[src/rtl/cpu_pkg.sv]
// Shared pipeline definitions: control-bundle layout, opcodes and register constants.
// Control field order is MSB first: RegDst, Reg_Write, ALUSrc, PcSrc, Mem_Write, Mem_to_Reg, Mem_Read, Jump, ALUOp.
package cpu_pkg;

  localparam int CTRL_W = 12;
  localparam int REG_W  = 5;

  localparam int CTRL_REG_DST    = 11;
  localparam int CTRL_REG_WRITE  = 10;
  localparam int CTRL_ALU_SRC    = 9;
  localparam int CTRL_PC_SRC     = 8;
  localparam int CTRL_MEM_WRITE  = 7;
  localparam int CTRL_MEM_TO_REG = 6;
  localparam int CTRL_MEM_READ   = 5;
  localparam int CTRL_JUMP       = 4;
  localparam int CTRL_ALU_OP_LSB = 0;
  localparam int ALU_OP_W        = 4;

  typedef struct packed {
    logic                reg_dst;
    logic                reg_write;
    logic                alu_src;
    logic                pc_src;
    logic                mem_write;
    logic                mem_to_reg;
    logic                mem_read;
    logic                jump;
    logic [ALU_OP_W-1:0] alu_op;
  } ctrl_t;

  localparam logic [5:0] OP_RTYPE = 6'h00;
  localparam logic [5:0] OP_J     = 6'h02;
  localparam logic [5:0] OP_BEQ   = 6'h04;
  localparam logic [5:0] OP_ADDI  = 6'h08;
  localparam logic [5:0] OP_LW    = 6'h23;
  localparam logic [5:0] OP_SW    = 6'h2B;

  localparam logic [REG_W-1:0] REG_ZERO = 5'd0;

  // Typical decoded bundles, handy for stimulus and debug.
  localparam logic [CTRL_W-1:0] CTRL_ADD  = 12'hC02;
  localparam logic [CTRL_W-1:0] CTRL_ADDI = 12'h600;
  localparam logic [CTRL_W-1:0] CTRL_LW   = 12'h660;
  localparam logic [CTRL_W-1:0] CTRL_SW   = 12'h280;

endpackage

[src/rtl/hazard_detect.sv]
// Combinational load-use detector: a load in EX whose destination feeds a real ID instruction.
// Register zero never creates a dependency; Rt only counts when ID actually reads it as a source.
module hazard_detect
  import cpu_pkg::*;
(
  input  logic             valid_ex,
  input  logic             mem_read_ex,
  input  logic [REG_W-1:0] rt_ex,
  input  logic             valid_id,
  input  logic             alu_src_id,
  input  logic             mem_write_id,
  input  logic [REG_W-1:0] rs_id,
  input  logic [REG_W-1:0] rt_id,
  output logic             load_use
);

  logic rt_is_source;

  always_comb begin
    // Stores read Rt as write data even though the ALU takes the immediate.
    rt_is_source = ~alu_src_id | mem_write_id;
    load_use     = valid_ex & mem_read_ex & (rt_ex != REG_ZERO) & valid_id &
                   ((rt_ex == rs_id) | ((rt_ex == rt_id) & rt_is_source));
  end

endmodule

[src/rtl/id_ex_stage.sv]
// ID/EX pipeline register with load-use bubble insertion and a saturating bubble counter.
// One-cycle latency; Hold_MEM freezes everything, Flush squashes, load-use inserts a bubble.
module id_ex_stage
  import cpu_pkg::*;
#(
  parameter int DATA_W = 32,
  parameter int CNT_W  = 16
) (
  input  logic              clk,
  input  logic              rst,
  input  logic [CTRL_W-1:0] Ctrl_ID,
  input  logic              Valid_ID,
  input  logic [DATA_W-1:0] Rs_Data_ID,
  input  logic [DATA_W-1:0] Rt_Data_ID,
  input  logic [DATA_W-1:0] Imm_ID,
  input  logic [DATA_W-1:0] PC4_ID,
  input  logic [REG_W-1:0]  Rs_ID,
  input  logic [REG_W-1:0]  Rt_ID,
  input  logic [REG_W-1:0]  Rd_ID,
  input  logic              Flush,
  input  logic              Hold_MEM,
  output logic [CTRL_W-1:0] Ctrl_EX,
  output logic              Valid_EX,
  output logic [DATA_W-1:0] Rs_Data_EX,
  output logic [DATA_W-1:0] Rt_Data_EX,
  output logic [DATA_W-1:0] Imm_EX,
  output logic [DATA_W-1:0] PC4_EX,
  output logic [REG_W-1:0]  Rs_EX,
  output logic [REG_W-1:0]  Rt_EX,
  output logic [REG_W-1:0]  Rd_EX,
  output logic              Stall,
  output logic [CNT_W-1:0]  Bubble_Cnt
);

  ctrl_t             ctrl_id;
  ctrl_t             ctrl_ex_q,    ctrl_ex_d;
  logic              valid_ex_q,   valid_ex_d;
  logic [DATA_W-1:0] rs_data_ex_q, rs_data_ex_d;
  logic [DATA_W-1:0] rt_data_ex_q, rt_data_ex_d;
  logic [DATA_W-1:0] imm_ex_q,     imm_ex_d;
  logic [DATA_W-1:0] pc4_ex_q,     pc4_ex_d;
  logic [REG_W-1:0]  rs_ex_q,      rs_ex_d;
  logic [REG_W-1:0]  rt_ex_q,      rt_ex_d;
  logic [REG_W-1:0]  rd_ex_q,      rd_ex_d;
  logic [CNT_W-1:0]  bubble_cnt_q, bubble_cnt_d;
  logic              load_use;

  assign ctrl_id = ctrl_t'(Ctrl_ID);

  hazard_detect u_hazard_detect (
    .valid_ex     (valid_ex_q),
    .mem_read_ex  (ctrl_ex_q.mem_read),
    .rt_ex        (rt_ex_q),
    .valid_id     (Valid_ID),
    .alu_src_id   (ctrl_id.alu_src),
    .mem_write_id (ctrl_id.mem_write),
    .rs_id        (Rs_ID),
    .rt_id        (Rt_ID),
    .load_use     (load_use)
  );

  // A flush kills the dependent instruction, so no stall is needed for it.
  assign Stall = (load_use & ~Flush) | Hold_MEM;

  always_comb begin
    ctrl_ex_d    = ctrl_ex_q;
    valid_ex_d   = valid_ex_q;
    rs_data_ex_d = rs_data_ex_q;
    rt_data_ex_d = rt_data_ex_q;
    imm_ex_d     = imm_ex_q;
    pc4_ex_d     = pc4_ex_q;
    rs_ex_d      = rs_ex_q;
    rt_ex_d      = rt_ex_q;
    rd_ex_d      = rd_ex_q;
    bubble_cnt_d = bubble_cnt_q;

    if (Hold_MEM) begin
      // retain everything
    end else if (Flush) begin
      ctrl_ex_d  = '0;
      valid_ex_d = 1'b0;
    end else if (load_use) begin
      ctrl_ex_d  = '0;
      valid_ex_d = 1'b0;
      if (bubble_cnt_q != {CNT_W{1'b1}}) begin
        bubble_cnt_d = bubble_cnt_q + {{(CNT_W-1){1'b0}}, 1'b1};
      end
    end else begin
      // Invalid slots carry zero control so they can never write state.
      ctrl_ex_d    = Valid_ID ? ctrl_id : '0;
      valid_ex_d   = Valid_ID;
      rs_data_ex_d = Rs_Data_ID;
      rt_data_ex_d = Rt_Data_ID;
      imm_ex_d     = Imm_ID;
      pc4_ex_d     = PC4_ID;
      rs_ex_d      = Rs_ID;
      rt_ex_d      = Rt_ID;
      rd_ex_d      = Rd_ID;
    end
  end

  always_ff @(posedge clk) begin
    if (rst) begin
      ctrl_ex_q    <= '0;
      valid_ex_q   <= 1'b0;
      rs_data_ex_q <= '0;
      rt_data_ex_q <= '0;
      imm_ex_q     <= '0;
      pc4_ex_q     <= '0;
      rs_ex_q      <= '0;
      rt_ex_q      <= '0;
      rd_ex_q      <= '0;
      bubble_cnt_q <= '0;
    end else begin
      ctrl_ex_q    <= ctrl_ex_d;
      valid_ex_q   <= valid_ex_d;
      rs_data_ex_q <= rs_data_ex_d;
      rt_data_ex_q <= rt_data_ex_d;
      imm_ex_q     <= imm_ex_d;
      pc4_ex_q     <= pc4_ex_d;
      rs_ex_q      <= rs_ex_d;
      rt_ex_q      <= rt_ex_d;
      rd_ex_q      <= rd_ex_d;
      bubble_cnt_q <= bubble_cnt_d;
    end
  end

  assign Ctrl_EX    = ctrl_ex_q;
  assign Valid_EX   = valid_ex_q;
  assign Rs_Data_EX = rs_data_ex_q;
  assign Rt_Data_EX = rt_data_ex_q;
  assign Imm_EX     = imm_ex_q;
  assign PC4_EX     = pc4_ex_q;
  assign Rs_EX      = rs_ex_q;
  assign Rt_EX      = rt_ex_q;
  assign Rd_EX      = rd_ex_q;
  assign Bubble_Cnt = bubble_cnt_q;

endmodule

[config.mk]
export PLATFORM = sky130hd
export DESIGN_NAME = id_ex_stage
export DESIGN_NICKNAME = d
export VERILOG_FILES = /design/src/rtl/cpu_pkg.sv /design/src/rtl/hazard_detect.sv /design/src/rtl/id_ex_stage.sv
export SDC_FILE = /design/constraint.sdc
export NUM_CORES = 1
export LEC_CHECK = 0
export BUFFER_PORTS_ARGS = -buffer_cell sky130_fd_sc_hd__clkbuf_2
export CORE_MARGIN = 1.5
export CORE_UTILIZATION = 40
export DETAILED_ROUTE_END_ITERATION = 10
export MAX_ROUTING_LAYER = met4
export PLACE_DENSITY_LB_ADDON = 0.05
export SYNTH_ARGS = -nofsm -noshare
export SYNTH_HDL_FRONTEND = slang
export SYNTH_SLANG_ARGS = --single-unit
[constraint.sdc]
create_clock -name clk -period 1.8 [get_ports clk]
set_input_delay 0.27 -clock clk [delete_from_list [all_inputs] [get_ports clk]]
set_output_delay 0.27 -clock clk [all_outputs]
set_load 0.01 [all_outputs]
==> summary.md, run 1 <==
| Metric | Value |
|---|---|
| Yosys reg bits | `172` |
| Grt total ovfl | `0` |
| Initial Util | `41.2%` |
| Hold Path Class | `in2reg` |
| Hold Path End | `Rt_Data_EX[4]` |
| Remaining antenna violation count after routing | `0` |
| Initial DRC count | `363` |
| Synth cell types | `36` |
| Crit-path cells | `xnor2_1, nand4_1, o22ai_4, buf_6, nand2_2, o21bai_1, buf_2` |
| Net Count, Synth | `938` |
| Post-Place Worst Slack | `-0.154 ns` |
| Setup ws final | `-0.175 ns` |
| Clock share of power | `38.9%` |
| RSZ-0062 raised after global routing | `true` |
| Crit path kind | `reg2out` |
| CTS buffer count | `17` |
| Pre-antenna DRT Iters | `5` |
| Seq/Total Area, Yosys | `54.7%` |
| Final Slew Violations | `0` |
| First-pass GRT wire length | `30.6 mm` |
| Post-Syn Instances | `777` |
| Tmin final | `1.98 ns` |
| Clk slew on worst S/H paths | `0.07 ns` |
| Outcome | `finished with violations` |
| P_leak | `4.50 nW` |
| Worst hold start | `Rt_Data_ID[4]` |
| Critical path startpoint category | `flop` |
| Sequential share of power | `47.6%` |
| I/O pin cnt | `333` |
| Crit-path leading delay family | `flip-flops` |
| Placed cell area | `8580 sq um` |
| Mean Syn Cell Area | `8.09 sq um` |
| Die span in x | `128 um` |
| GP Congestion | `0.788` |
| Via count | `6,604` |
| Pin count of the biggest net entering global routing | `65` |
| Overall die area | `16,500 sq um` |
| Root buf cell | `clkbuf_16` |
| GRT Overall Usage | `24.6%` |
| Critical-path top delay cell | `dfxtp_4` |
| Min-Delay Path Depth | `3` |
| Filler cells | `1,381` |
| Layout area overhead | `57.6%` |
| MaxCap Viol Count | `0` |
| Smallest hold slack | `0.0637 ns` |
| Power Dens Cells | `856 nW/um^2` |
| Largest stage delay, worst path | `0.37 ns` |
| Core Area | `15,300 sq um` |
| Share of cells above drive strength 1 | `42.7%` |
| Worst Reg-to-Reg Cells | `9` |
| Total power | `8.48 mW` |
| PortBufs | `332` |
| CTS tree | `built` |
| Final period utilization | `110%` |
| Vias in the first global route | `6,097` |
| Setup_tns | `-11.97 ns` |
| Post-Synthesis Cell Area | `6290 sq um` |
| Final setup vio count | `156` |
| R2R Setup Slk | `-0.15 ns` |
| Clk_lat worst skew | `0.42 ns` |
| Routed WL | `20.2 mm` |
| Wire per inst | `14.6 um` |
| Peak Freq | `506 MHz` |
| Failing checks | `negative setup slack` |
| Row cnt | `45` |
| Final HPWL DP | `13.6 mm` |
| CP Capture Type | `output port` |
| Vias per cell | `4.77` |
| Clk_skew | `0.00840 ns` |
| Slew @ Worst Pin | `0.327 ns` |
| DRC viols | `0` |
| Initial antenna violation count | `0` |
| WP data arrival | `1.71 ns` |
| Share of total power in combinational logic | `13.4%` |
| Crit-path max FO | `4` |
| Required @ worst endpoint | `1.53 ns` |
| R2R Path Start | `Rt_EX[0]` |
| Hold Buf Count CTS | `0` |
| CTS H-tree depth | `4` |
| Clk sinks | `172` |
| Final instance area | `9910 sq um` |
| Final hold viol count | `0` |
| Peak VDD IR | `584 uV` |
| Worst slew margin | `78.2%` |
| Nets | `1,321` |
| Chip Height | `128 um` |
| Pint | `6.37 mW` |
| Net Sw Power | `2.11 mW` |
| Max Buffers Root-to-Sink | `2` |
| Sw frac | `24.9%` |
| Buf/Inv on CP | `2` |
| Diode count | `0` |
| Reg-to-Reg End | `Rd_EX[4]` |
| Synthesis Warnings | `0` |
-- how the worst max path moves through the flow --
stage	end	slack, ns	startpoint	cells past startpoint
floorplan	Bubble_Cnt[8]	0.003	Rt_EX[3]	7
global placement	Imm_EX[27]	-0.11	Rt_ID[0]	10
detailed placement	PC4_EX[6]	-0.15	Rt_EX[0]	9
CTS	Stall	-0.20	Rt_EX[1]	7
global route	Stall	-0.29	Rt_EX[2]	7
finish	Stall	-0.18	Rt_EX[2]	7
-- state kept, by name (all words and copies together) (netlist names) --
register and cells:
Rt_Data_EX 32, Rs_Data_EX 32, PC4_EX 32, Rt_EX 5
Rs_EX 5, Valid_EX 1, Imm_EX 32, Rd_EX 5
Bubble_Cnt 16, Ctrl_EX 12
-- routing by layer --
layer  global-route usage [%]  routed length, um
met1                     29.0               8610
met4                     10.2                493
met5                        -                  0
met3                     5.61               1280
met2                     40.6               9810
-- tightest hold or removal path, stage by stage --
cell      delay, ns
clkbuf_2       0.08
nand2_1        0.04
a21oi_1        0.05
-- through the flow --
step | util [%] | instances
2_1_floorplan | - | 777
3_3_place_gp | 56.2 | 1320
3_5_place_dp | 56.2 | 1320
4_1_cts | 63.2 | 1376
5_1_grt | 65.0 | 1384
6_report | 65.0 | 1384
-- power groups by stage --
stage	registers (mW)	logic, mW	clock network, mW
finish	4.04	1.14	3.30
global route	4.06	1.24	3.55
CTS	4.04	1.09	3.38
detailed placement	4.12	0.945	0
global placement	4.12	0.941	0
floorplan	4.19	0.366	0
-- synthesized netlist by cell type --
master / count / share of area, %
o21ai_1: 1 / 0.079
ha_1: 1 / 0.20
nand2_1: 294 / 18
o21bai_1: 1 / 0.12
inv_1: 3 / 0.18
nor4_1: 1 / 0.10
o22ai_4: 1 / 0.32
a21oi_4: 1 / 0.26
or2_2: 1 / 0.10
nor3_1: 2 / 0.16
buf_6: 1 / 0.18
xnor2_1: 11 / 1.5
nand3_4: 1 / 0.28
a22oi_1: 1 / 0.12
buf_4: 8 / 0.95
or4_1: 5 / 0.60
nor2_1: 21 / 1.3
or3_1: 4 / 0.40
and4bb_1: 1 / 0.20
a21boi_1: 1 / 0.12
o31ai_1: 5 / 0.60
and3_2: 1 / 0.12
buf_2: 23 / 1.8
clkbuf_1: 24 / 1.4
nand4_2: 1 / 0.20
o21ai_0: 4 / 0.32
xor2_1: 4 / 0.56
and3_1: 2 / 0.20
mux2i_1: 1 / 0.16
a21oi_1: 153 / 12
a211o_1: 1 / 0.14
nand4_1: 4 / 0.40
buf_1: 1 / 0.060
a32oi_1: 12 / 1.7
nand3_1: 9 / 0.72
dfxtp_1: 172 / 55
-- cells by family after synthesis --
kind of cell,Yosys count,synth area share [%]
mux,1,0.159
simple gates,347,22.3
fa+ha+maj,1,0.199
xor+xnor,15,2.09
flops,172,54.7
compound gates,181,15.9
buf+inv,60,4.63
-- layout make-up --
| cell class | count | area (sq um) | area share (%) |
|---|---|---|---|
| Clock buffer | 23 | 468 | 4.72 |
| Sequential cell | 172 | 3470 | 35.0 |
| Tap cell | 211 | 264 | 2.66 |
| Multi-Input combinational cell | 545 | 2770 | 28.0 |
| Clock inverter | 9 | 66.3 | 0.669 |
| Inverter | 3 | 11.3 | 0.114 |
| Timing Repair Buffer | 421 | 2870 | 28.9 |
-- layout by cell type (no fill, tap or decap), drive strengths merged, types with 5 or more instances in the layout --
cell / n
or4: 5
o21ai: 5
nand4: 5
a32oi: 12
buf: 86
o31ai: 5
xnor2: 11
clkinv: 5
nor2: 21
nand2: 294
a21oi: 154
clkbuf: 354
nand3: 10
dfxtp: 172
-- what timing repair did --
item | in CTS | in global routing
pin swaps | 8 | 20
gates cloned | 10 | 1
setup buffers | 14 | 7
gates resized for setup | 27 | 40
endpoints found under the setup margin | 141 | 173
No activity file was read; power rests on OpenSTA's default activity.
==> inputs of run 2 (changes only) <==
SYNTH_HIERARCHICAL = 1   (was unset)
==> summary.md, run 2 <==
| Metric | Value |
|---|---|
| Layout Cells excl Fill | `1,358 (-1.9%)` |
| Layout area overhead | `57.2%` |
| Pre-antenna DRT Iters | `4 (-1)` |
| Post-Synthesis Cell Area | `6240 sq um (-0.74%)` |
| Chip Height | `128 um (-0.36%)` |
| Crit-path max FO | `8 (+4)` |
| Initial antenna violation count | `0 (unchanged)` |
| Initial DRC count | `367 (+1.1%)` |
| Final setup vio count | `173 (+11%)` |
| Post-synth top cells | `291 x nand2_1, 172 x dfxtp_1, 160 x a21oi_1, 52 x clkbuf_1, 16 x nor2_1` |
| Clk slew on worst S/H paths | `0.07 ns (about the same)` |
| Final hold viol count | `0 (unchanged)` |
| Synth Area in Simple Gates | `23.2% (+0.99 points)` |
| Synth Area in Adders | `0.200% (+0.0015 points)` |
| Most frequent cells in the layout | `331 x clkbuf_2, 264 x nand2_1, 168 x dfxtp_1` |
| MaxCap Viol Count | `0 (unchanged)` |
| Synth Area in Compound Gates | `16.2% (+0.26 points)` |
| Setup ws final | `-0.505 ns (-0.330 ns)` |
| Outcome | `finished with violations` |
| Yosys reg bits | `172 (unchanged)` |
| Failing checks | `negative setup slack` |
| CP Capture Type | `flop` |
| Hold Path Class | `in2reg` |
| Clk_skew | `0.00906 ns (+0.000658 ns)` |
| Mux share of post-synthesis cell area | `0.180% (+0.021 points)` |
| I/O pin cnt | `333 (unchanged)` |
| Crit path kind | `reg2reg` |
| Vias in the first global route | `6,012 (-1.4%)` |
| DRC viols | `0 (unchanged)` |
| CTS tree | `built` |
| Via count | `6,630 (+0.39%)` |
| R2R Setup Slk | `-0.51 ns (-0.36 ns)` |
| RSZ-0062 raised after global routing | `true` |
| Most common cell after layout, fill and taps aside | `clkbuf_2` |
| CP most frequent cell | `clkbuf_16` |
| Remaining antenna violation count after routing | `0 (unchanged)` |
| Total power | `8.94 mW (+5.5%)` |
| XOR/XNOR Fraction of Synth Area | `1.40% (-0.69 points)` |
| Die span in x | `128 um (-0.36%)` |
| CTS H-tree depth | `4 (unchanged)` |
| Final Slew Violations | `0 (unchanged)` |
| Diode count | `0 (unchanged)` |
| Overall die area | `16,400 sq um (-0.72%)` |
| R2R Path Start | `Rt_EX[3]` |
| Net Count, Synth | `944 (+0.64%)` |
| Most numerous cell in the Yosys netlist | `nand2_1` |
| Wire per inst | `15.6 um (+6.7%)` |
| Root buf cell | `clkbuf_16` |
| Max Buffers Root-to-Sink | `2 (unchanged)` |
| Largest stage delay, worst path | `0.53 ns (+0.16 ns)` |
| Seq/Total Area, Yosys | `55.2% (+0.41 points)` |
| Clk_lat worst skew | `0.42 ns (about the same)` |
| Routed WL | `21.1 mm (+4.7%)` |
| Required @ worst endpoint | `2.10 ns (+0.57 ns)` |
| Combinational family with the most area after synthesis | `simple AND/OR/NAND/NOR gates` |
| P_leak | `4.47 nW (-0.78%)` |
| Initial Util | `41.1% (-0.15 points)` |
| Final HPWL DP | `13.9 mm (+2.2%)` |
| Clk sinks | `172 (unchanged)` |
| Power Dens Cells | `911 nW/um^2 (+6.5%)` |
| FFs w/ async S/R, synth | `0% (unchanged)` |
| GP Congestion | `0.785 (-0.42%)` |
| Core Area | `15,200 sq um (-0.37%)` |
| Row cnt | `45 (unchanged)` |
| Grt total ovfl | `0 (unchanged)` |
| PortBufs | `332 (unchanged)` |
| Synth cell types | `33 (-8.3%)` |
| Critical path startpoint category | `flop` |
| Post-synth EDFFs | `0 (unchanged)` |
| Nets | `1,318 (-0.23%)` |
| Yosys top cell by area | `dfxtp_1` |
| Peak Freq | `434 MHz (-14%)` |
| Worst Setup SP | `Rt_EX[3]` |
| GRT Overall Usage | `24.0% (-0.55 points)` |
| Area contributors post-synth | `dfxtp_1 55%, nand2_1 17%, a21oi_1 13%, clkbuf_1 3.1%, a22oi_1 1.4%` |
| Tmin final | `2.31 ns (+0.330 ns)` |
| Synthesis Warnings | `6 (+6)` |
| Synth top area share | `55.2% (+0.41 points)` |
| CTS buffer count | `17 (unchanged)` |
| Slew @ Worst Pin | `0.492 ns (+0.166 ns)` |
| Vias per cell | `4.88 (+2.3%)` |
| WP data arrival | `2.60 ns (+0.89 ns)` |
| First-pass GRT wire length | `30.3 mm (-1.0%)` |
| Mean Syn Cell Area | `7.97 sq um (-1.5%)` |
| Worst slew margin | `67.1% (-11 points)` |
| Post-synth top flop | `dfxtp_1` |
| Share of cells above drive strength 1 | `43.0% (+0.28 points)` |
| Pin count of the biggest net entering global routing | `64 (-1.5%)` |
| Post-Syn Instances | `783 (+0.77%)` |
| Setup crit end | `PC4_EX[26]` |
| Worst Reg-to-Reg Cells | `9 (unchanged)` |
| Crit-path cells | `or4_4, o2111ai_2, a21oi_2, buf_4, or3_4, clkbuf_16, clkbuf_16, nand2_1, a21oi_1` |
| Final period utilization | `128% (+18 points)` |
| Peak VDD IR | `776 uV (+33%)` |
| Critical-path top delay cell | `or4_4` |
| Reg-to-Reg End | `PC4_EX[26]` |
| Placed cell count | `1,302 (-1.4%)` |
[run 2: cell count changes after synthesis, sizes merged, moves of 6 or more]
cell / change
a32oi: -12
xnor2: -8
a21oi: +6
buf: -31
a22oi: +11
o31ai: +6
clkbuf: +29
[run 2: worst max-delay path: cells and delay by family (launching register included)]
kind,cells,cell delay (ns)
buffers and inverters,3,0.52
flip-flops,1,0.35
AO/OA/AOI/OAI,3,0.31
AND/OR/NAND/NOR,3,0.99
[run 2: cell families after synthesis]
| family | Yosys count |
|---|---|
| buffers and inverters | 58 |
| AO/OA/AOI/OAI | 189 |
| adder cells (fa/ha/maj) | 1 |
| flip-flops | 172 |
| XOR/XNOR | 10 |
| multiplexers | 1 |
| AND/OR/NAND/NOR | 352 |
[run 2: worst min path at each step]
| stage | end | from | slack, ns | depth (start not counted) |
|---|---|---|---|---|
| after floorplan | Rt_EX[0] | Rt_ID[0] | 0.40 | 2 |
| after global placement | Rs_Data_EX[20] | Rs_Data_EX[20] | 0.44 | 2 |
| after detailed placement | Rs_Data_EX[9] | Rs_Data_EX[9] | 0.44 | 2 |
| after CTS | Imm_EX[2] | Imm_ID[2] | 0.05 | 3 |
| after global routing | Rs_Data_EX[10] | Rs_Data_ID[10] | 0.05 | 3 |
| final | Imm_EX[2] | Imm_ID[2] | 0.07 | 3 |
[run 2: report_power, final]
| part | switching (mW) | total [mW] | internal (mW) |
|---|---|---|---|
| logic | 0.558 | 1.08 | 0.521 |
| clock network | 1.48 | 3.82 | 2.34 |
| registers | 0.0852 | 4.04 | 3.96 |
[run 2: layer usage]
| layer | up-vias | part of all wire (%) | global-route usage (%) | wire length [um] |
|---|---|---|---|---|
| met5 | - | 0 | - | 0 |
| met4 | 0 | 2.0 | 7.73 | 416 |
| met3 | 34 | 6.1 | 6.68 | 1290 |
| met2 | 235 | 50 | 40.2 | 10500 |
| met1 | 3010 | 42 | 28.0 | 8920 |
| li1 | 3351 | - | - | - |
[run 2: cell type report]
cell class	instances	area, sq um
tap	188	235
inverter	3	11.3
clock buffer	23	488
fill	1416	5390
timing repair buffer	409	2680
multi-input combinational	554	2820
clock inverter	9	131
sequential	172	3450
[run 2: per-stage QoR]
stage               TNS [ns]  setup WS (ns)  cell area, sq um  hold WS [ns]  utilization [%]
floorplan             -52.52         -0.467              6460         0.400                -
global placement      -62.77         -0.472              8490         0.438             55.8
detailed placement    -65.58         -0.497              8490         0.442             55.8
CTS                   -73.88         -0.489              9400        0.0512             61.8
global route          -88.38         -0.607              9820        0.0514             64.6
finish                -76.28         -0.505              9820        0.0666             64.6
[run 2: what timing repair did]
item,CTS,global route
resized for setup,48,30
hold buffers,0,0
pin swaps,27,7
endpoints found under the setup margin,173,173
buffers inserted,4,2
gates cloned,3,16
==> inputs of run 3 (changes only) <==
CTS_BUF_LIST = sky130_fd_sc_hd__clkbuf_16   (was unset)
==> summary.md, run 3 (same netlist as run 2, synthesis figures left out) <==
| Metric | Value |
|---|---|
| Outcome | `finished with violations` |
| Failing checks | `negative setup slack` |
| Hold Path Class | `in2reg` |
| Critical path startpoint category | `flop` |
| Most frequent cells in the layout | `331 x clkbuf_2, 266 x nand2_1, 168 x dfxtp_1` |
| Setup ws final | `-0.517 ns (-0.0119 ns)` |
| P_leak | `4.47 nW (about the same)` |
| Power Dens Cells | `895 nW/um^2 (-1.8%)` |
| Smallest hold slack | `0.0649 ns (-0.00166 ns)` |
| Peak VDD IR | `773 uV (-0.38%)` |
| Via count | `6,642 (+0.18%)` |
| Initial antenna violation count | `0 (unchanged)` |
| R2R Setup Slk | `-0.52 ns (about the same)` |
| Max Buffers Root-to-Sink | `2 (unchanged)` |
| Root buf cell | `clkbuf_16` |
| WP data arrival | `2.62 ns (+0.02 ns)` |
| First-pass GRT wire length | `30.3 mm (about the same)` |
| Post-layout util | `64.6% (about the same)` |
| Final Slew Violations | `0 (unchanged)` |
| PortBufs | `332 (unchanged)` |
| Nets | `1,319 (+0.076%)` |
| Core Area | `15,200 sq um (unchanged)` |
| I/O pin cnt | `333 (unchanged)` |
| Initial Util | `41.1% (unchanged)` |
| Crit-path max FO | `8 (unchanged)` |
| Peak Freq | `432 MHz (-0.51%)` |
| Final instance area | `9820 sq um (about the same)` |
| Share of total power in combinational logic | `12.5% (+0.4 points)` |
| Clk slew on worst S/H paths | `0.06 ns (about the same)` |
| Pre-antenna DRT Iters | `5 (+1)` |
| Slew @ Worst Pin | `0.490 ns (-0.00266 ns)` |
| Remaining antenna violation count after routing | `0 (unchanged)` |
| Layout Cells excl Fill | `1,359 (+0.074%)` |
| Clk_skew | `0.00928 ns (+0.000222 ns)` |
| Clk sinks | `172 (unchanged)` |
| Final hold viol count | `0 (unchanged)` |
| Clock share of power | `41.5% (-1.2 points)` |
| Die span in x | `128 um (unchanged)` |
| Worst slew margin | `67.2% (+0.18 points)` |
| Vias in the first global route | `6,004 (-0.13%)` |
| Initial DRC count | `379 (+3.3%)` |
| DRC viols | `0 (unchanged)` |
| GP Congestion | `0.785 (unchanged)` |
| Vias per cell | `4.89 (+0.11%)` |
| CP Capture Type | `flop` |
| Sequential share of power | `46.1% (+0.9 points)` |
| Overall die area | `16,400 sq um (unchanged)` |
| Chip Height | `128 um (unchanged)` |
| Placed cell count | `1,302 (unchanged)` |
| Routed WL | `21.4 mm (+1.1%)` |
| CTS tree | `built` |
| Crit path kind | `reg2reg` |
| Grt total ovfl | `0 (unchanged)` |
| Net Sw Power | `2.14 mW (+0.50%)` |
| Pint | `6.64 mW (-2.6%)` |
| Final period utilization | `129% (+0.66 points)` |
| Most common cell after layout, fill and taps aside | `clkbuf_2` |
| CTS buffer count | `17 (unchanged)` |
| MaxCap Viol Count | `0 (unchanged)` |
| Required @ worst endpoint | `2.11 ns (about the same)` |
| Pin count of the biggest net entering global routing | `64 (unchanged)` |
| Clk_lat worst skew | `0.42 ns (about the same)` |
| RSZ-0062 raised after global routing | `true` |
| CTS H-tree depth | `4 (unchanged)` |
| Placed cell area | `8490 sq um (unchanged)` |
| Final HPWL DP | `13.9 mm (unchanged)` |
| Row cnt | `45 (unchanged)` |
| Layout area overhead | `57.2% (about the same)` |
| Final setup vio count | `173 (unchanged)` |
| GRT Overall Usage | `24.1% (+0.035 points)` |
| Tmin final | `2.32 ns (+0.0119 ns)` |
| Share of cells above drive strength 1 | `42.6% (-0.38 points)` |
| Diode count | `0 (unchanged)` |
| Wire per inst | `15.7 um (+1.1%)` |
| Sw frac | `24.3% (+0.57 points)` |
==> run 3: final cells by class <==
type	count	area, sq um
Timing Repair Buffer	410	2720
Fill cell	1400	5390
Sequential cell	172	3450
Tap cell	188	235
Clock buffer	17	425
Multi-Input combinational cell	554	2820
Inverter	3	11.3
Clock inverter	15	154
==> run 3: final timing paths <==
kind	startpoint	endpoint	depth (start not counted)
hold / removal	Imm_ID[2]	Imm_EX[2]	3
setup / recovery	Rt_EX[3]	Imm_EX[16]	9
setup reg to reg	Rt_EX[3]	Imm_EX[16]	9
hold reg to reg	PC4_EX[9]	PC4_EX[9]	2
==> run 3: repair_timing <==
item / 4_1_cts / 5_1_grt
hold buffers: 0 / 0
resized for setup: 50 / 31
buffers inserted: 4 / 2
cloned: 3 / 17
setup endpoints to repair: 173 / 173
pin swaps: 27 / 7
==> run 3: worst max-delay path, stage by stage, from the launching register on <==
cell and delay (ns):
dfxtp_4 0.35, or4_4 0.53, o2111ai_2 0.20, a21oi_2 0.05
buf_4 0.16, or3_4 0.41, clkbuf_16 0.20, clkbuf_16 0.17
nand2_1 0.07, a21oi_1 0.05
==> run 3: per-layer routing <==
metal	share of wire (%)	wire length [um]	track usage (%)
met4	2.0	429	8.13
met5	0	0	-
met3	6.6	1410	6.80
met1	42	8960	27.9
met2	50	10600	40.2
==> run 3: power by group through the flow <==
stage / logic (mW) / clock network (mW) / registers [mW]
final: 1.09 / 3.64 / 4.05
after global routing: 1.19 / 3.90 / 4.06
after CTS: 0.975 / 3.71 / 4.04
after detailed placement: 0.905 / 0 / 4.12
after global placement: 0.903 / 0 / 4.12
after floorplan: 0.378 / 0 / 4.20
==> run 3: through the flow <==
stage	total power, mW	setup TNS [ns]	worst slack, ns
after floorplan	4.57	-52.52	-0.467
after global placement	5.02	-62.77	-0.472
after detailed placement	5.03	-65.58	-0.497
after CTS	8.72	-74.00	-0.489
after global routing	9.15	-89.79	-0.607
final	8.78	-78.30	-0.517
